### src/rtl/pong_game_ctrl.sv
// Pong game sequencer: start/serve/score/game-over state machine with BCD scores,
// a key synchroniser with falling-edge detect, and the post-miss ball-hold timer.
module pong_game_ctrl #(
    parameter int unsigned WIN_SCORE    = 9,
    parameter int unsigned DELAY_FRAMES = 120
) (
    input  logic       clk,
    input  logic       rst,
    input  logic       frame_tick,
    input  logic [3:0] key,
    input  logic       miss1,
    input  logic       miss2,
    output logic       stop,
    output logic [3:0] score1,
    output logic [3:0] score2,
    output logic       game_over,
    output logic       winner,
    output logic [1:0] state_o
);

    typedef enum logic [1:0] {
        NEWGAME = 2'b00,
        PLAY    = 2'b01,
        NEWBALL = 2'b10,
        OVER    = 2'b11
    } state_t;

    localparam logic [3:0] WinScore = 4'(WIN_SCORE);
    localparam logic [7:0] Delay    = 8'(DELAY_FRAMES);

    state_t     state;
    logic [7:0] timer;
    logic [3:0] key_s1;
    logic [3:0] key_s2;
    logic [3:0] key_prev;
    logic [1:0] sync_valid;
    logic [3:0] key_arm;
    logic       key_press;
    logic [3:0] score1_inc;
    logic [3:0] score2_inc;

    // A key only arms once it has been seen released after reset, so a key held
    // through reset cannot start a game until it is let go and pressed again.
    assign key_press  = |(key_arm & key_prev & ~key_s2);
    assign score1_inc = score1 + 4'd1;
    assign score2_inc = score2 + 4'd1;
    assign state_o    = state;

    always_ff @(posedge clk) begin
        if (rst) begin
            state      <= NEWGAME;
            stop       <= 1'b1;
            score1     <= 4'd0;
            score2     <= 4'd0;
            game_over  <= 1'b0;
            winner     <= 1'b0;
            timer      <= 8'd0;
            key_s1     <= 4'hF;
            key_s2     <= 4'hF;
            key_prev   <= 4'hF;
            sync_valid <= 2'b00;
            key_arm    <= 4'h0;
        end else begin
            key_s1     <= key;
            key_s2     <= key_s1;
            key_prev   <= key_s2;
            sync_valid <= {sync_valid[0], 1'b1};
            // key_s2 carries a real sample only once sync_valid[1] is set.
            key_arm    <= key_arm | ({4{sync_valid[1]}} & key_s2);

            unique case (state)
                NEWGAME: begin
                    stop   <= 1'b1;
                    score1 <= 4'd0;
                    score2 <= 4'd0;
                    if (key_press) begin
                        state <= PLAY;
                        stop  <= 1'b0;
                    end
                end
                PLAY: begin
                    if (frame_tick && (miss1 || miss2)) begin
                        stop <= 1'b1;
                        // Simultaneous misses credit only player 2.
                        if (miss1) begin
                            score2 <= score2_inc;
                            if (score2_inc == WinScore) begin
                                state     <= OVER;
                                game_over <= 1'b1;
                                winner    <= 1'b1;
                            end else begin
                                state <= NEWBALL;
                                timer <= Delay;
                            end
                        end else begin
                            score1 <= score1_inc;
                            if (score1_inc == WinScore) begin
                                state     <= OVER;
                                game_over <= 1'b1;
                                winner    <= 1'b0;
                            end else begin
                                state <= NEWBALL;
                                timer <= Delay;
                            end
                        end
                    end
                end
                NEWBALL: begin
                    stop <= 1'b1;
                    if (frame_tick) begin
                        if (timer != 8'd0) begin
                            timer <= timer - 8'd1;
                        end
                        if (timer == 8'd1) begin
                            state <= PLAY;
                            stop  <= 1'b0;
                        end
                    end
                end
                OVER: begin
                    stop      <= 1'b1;
                    game_over <= 1'b1;
                    if (key_press) begin
                        state     <= NEWGAME;
                        score1    <= 4'd0;
                        score2    <= 4'd0;
                        winner    <= 1'b0;
                        game_over <= 1'b0;
                    end
                end
                default: state <= NEWGAME;
            endcase
        end
    end

endmodule

### config.mk
export PLATFORM = sky130hd
export DESIGN_NAME = pong_game_ctrl
export DESIGN_NICKNAME = d
export VERILOG_FILES = /design/src/rtl/pong_game_ctrl.sv
export SDC_FILE = /design/constraint.sdc
export NUM_CORES = 1
export LEC_CHECK = 0
export BUFFER_PORTS_ARGS = -buffer_cell sky130_fd_sc_hd__buf_4
export CAP_MARGIN = 20
export CELL_PAD_IN_SITES_DETAIL_PLACEMENT = 0
export CELL_PAD_IN_SITES_GLOBAL_PLACEMENT = 1
export CORE_ASPECT_RATIO = 2
export CORE_MARGIN = 2
export CORE_UTILIZATION = 46
export DETAILED_ROUTE_END_ITERATION = 10
export MAX_ROUTING_LAYER = met4
export PLACE_DENSITY = 0.92
export SLEW_MARGIN = 25
export SYNTH_ARGS = -nofsm -noshare
export SYNTH_HDL_FRONTEND = slang
export SYNTH_SLANG_ARGS = --single-unit
### constraint.sdc
create_clock -name clk -period 3 [get_ports clk]
set_clock_uncertainty 0.1 [all_clocks]
set_input_delay 0.75 -clock clk [delete_from_list [all_inputs] [get_ports clk]]
set_output_delay 0.75 -clock clk [all_outputs]
set_load 0.1 [all_outputs]
==> impl_metrics.yaml <==
outcome:
  outcome: "complete, no violations"
clock_network:
  deepest_level_of_the_cts_h_tree: 2
  cts_made_buffers: 5
  cts.repair_timing.setup_buffer_count: 0
  clock_latency_ns: 0.29
  clkSinkCount: 39
  ctsLongestPathBuffers: 2
  postCtsResizedCells: 0
  cts.reportedPaths.clkPinSlew_ns: 0.08
  tritoncts_clock_tree: "built"
  cts_root_buffer: "clkbuf_8"
  cts_hold_buffers: 0
yosys:
  synthesis.area_mm2: 0.00187
  yosys.area.top_type: "dfxtp_1"
  postSynthNetCount: 228
  post_synth_most_frequent_cells: "dfxtp_1, nand2_1, nor2_1"
  seq_area_frac_synth_pct: 41.8
  ys_ff_latch: 39
  synth_warnings: 0
  synth_top_cell_area_share_pct: 41.8
  synth_enable_flop_cells: 0
  synthesis.instances: 213
  synth_flop_cell: "dfxtp_1"
  synthArstFlopShare_pct: 0
  post-synth-top-count-cell: "dfxtp_1"
  synthDistinctLibCells: 53
  synthTopCellsByArea: "dfxtp_1, nand2_1, or2_2"
  synthesis.area_per_instance_um2: 8.77
floorplanning:
  die-height_um: 94.1
  initial_core_util_pct: 48.1
  die-width_um: 49.1
  placement_rows: 32
  placeableCoreArea_mm2: 0.00388
  floorplan.io_pins: 22
  die-area_mm2: 0.00462
sta:
  fin_crit_sh_pct: 72.9
  hold_slack_ns: 0.312
  fmax_mhz: 457
  relSlewSlack_pct: 65.0
  fin_tns_setup_ns: 0
  final_max_slew_viol_count: 0
  hold_viol_final: 0
  max_slew.worst_pin.slew_ns: 0.524
  final-setup-viol-count: 0
  setup_repair_after_global_routing_missed_its_margin: "no"
  fin_crit_ns: 2.19
global_routing:
  gr-usage-all-layers_pct: 20.1
  grt_remaining_overflow: 0
  grt_pass1_vias: 1565
  global_route_wire_length_before_repair_mm: 7.02
  antenna_found_initial: 0
  pin_count_of_the_biggest_net_entering_global_routing: 37
critical_path:
  origin_of_the_critical_flop_to_flop_path: "score2[1]"
  slowest_delay_ns: 0.66
  worst_ep_required_time_ns: 2.15
  critical_path.cell_chain: "buf_4"
  critPathLaunchType: "flop"
  cp_num_buf_inv: 1
  timing.critical_path.from: "state_o[1]"
  crit_path_max_fanout: 16
  crit_path_end_kind: "output pin"
  path_delay_family: "flip-flops"
  worst_ep_arrival_time_ns: 1.34
  crit_path_top_delay_cell: "dfxtp_1"
  criticalPathCategory: "reg -> out"
final_layout:
  antenna_cells: 0
  stdcell_count: 285
  post_route_cells_drive_above_1_share_pct: 23.1
  num-nets-final: 248
  synthesis_to_layout_area_growth_pct: 15.4
  num-fill-cells: 419
routing:
  drc_errors: 0
  detail_route.first_pass.iterations: 4
  detail-route-antenna-nets: 0
  wl_mm: 4.06
  drt_iter0_markers: 13
  route.detailed.wl_per_inst_um: 14.2
  via_count: 1570
  drt-vias-per-instance: 5.51
worst_hold_path:
  worst_hold_path_type: "reg -> reg"
  worstHoldStart: "key_s1[2]"
pwr:
  static-leakage-power_uw: 0.000794
  p_per_area_mw_per_mm2: 495
  ir_worst_vdd_uv: 440
placed_design:
  portBuffers: 21
  gp_congestion: 0.903
  post-dp-hpwl_mm: 3.01
  place.detailed.instances: 277
run:
  cap_violations: 0
-- layout make-up --
class                   instances  area [um^2]  area share [%]
clock buffers                   5         68.8            3.19
multi-input cells             156         1000            46.5
inverters                      10         37.5            1.74
repair buffers                 21          158            7.31
clock inverters                 3         43.8            2.03
well taps                      51         63.8            2.96
flip-flops and latches         39          781            36.2
-- registers in the layout, summed over array words and instances, names as in the netlist --
| register | flops |
|---|---|
| sync_valid | 2 |
| key_s2 | 4 |
| winner | 1 |
| state_o | 2 |
| game_over | 1 |
| stop | 1 |
| key_arm | 4 |
| key_s1 | 4 |
| key_prev | 4 |
| timer | 8 |
| score2 | 4 |
| score1 | 4 |
-- report_power, final --
group / leakage [uW] / switching (uW) / internal (uW)
clock: 0.0000581 / 187 / 248
combinational: 0.000417 / 56.5 / 31.9
sequential: 0.000318 / 12.8 / 533
-- stage by stage --
step                      util [%]  cell area [um^2]  worst slack, ns  total power, uW
after global placement        52.6              2040             1.01              645
after floorplan                  -              1870            0.468              622
after detailed placement      52.6              2040            0.960              646
final                         55.5              2160            0.814             1070
after global routing          55.5              2160            0.737             1110
after CTS                     55.5              2160            0.798             1080
-- per-layer routing --
| metal | vias to the layer above | part of all wire, % | track usage (%) |
|---|---|---|---|
| li1 | 803 | - | - |
| met1 | 732 | 39 | 20.7 |
| met2 | 27 | 56 | 35.5 |
| met3 | 8 | 2.7 | 2.39 |
| met4 | 0 | 2.6 | 12.6 |
| met5 | - | 0 | - |
-- placed cells by master (no fill, tap or decap), types with 2 or more instances in the layout --
cell type / instances
a32o_1: 2
a21oi_2: 2
a211oi_1: 2
nand3b_1: 2
ha_1: 6
o211ai_1: 2
o31a_1: 2
or2_2: 13
inv_1: 9
o311a_1: 2
and2_1: 2
o21ai_0: 7
nor3_1: 6
a221oi_2: 2
a21oi_1: 12
o211a_1: 2
o21ai_1: 2
nand3_1: 11
dfxtp_1: 39
nor2_1: 19
o22ai_1: 4
buf_4: 21
a31oi_1: 4
nand4_1: 2
nand2_1: 24
clkbuf_8: 5
a311oi_1: 3
-- path summary, 6_finish.rpt --
check	end	slack (ns)	cells after the start
setup / recovery	state_o[1]	0.81	1
hold / removal	key_s2[2]	0.31	1
setup reg to reg	timer[5]	1.04	6
hold reg to reg	key_s2[2]	0.31	1
-- cells by family (layout without fill, tap and decap cells) --
group	Yosys count	after routing	synth area share, %
buf+inv	18	39	4.49
compound gates	59	59	23.8
simple gates	88	88	24.4
fa+ha+maj	6	6	4.02
xor+xnor	2	2	0.938
mux	1	1	0.536
flops	39	39	41.8
Note: power is estimated with default switching activity, not from simulation.
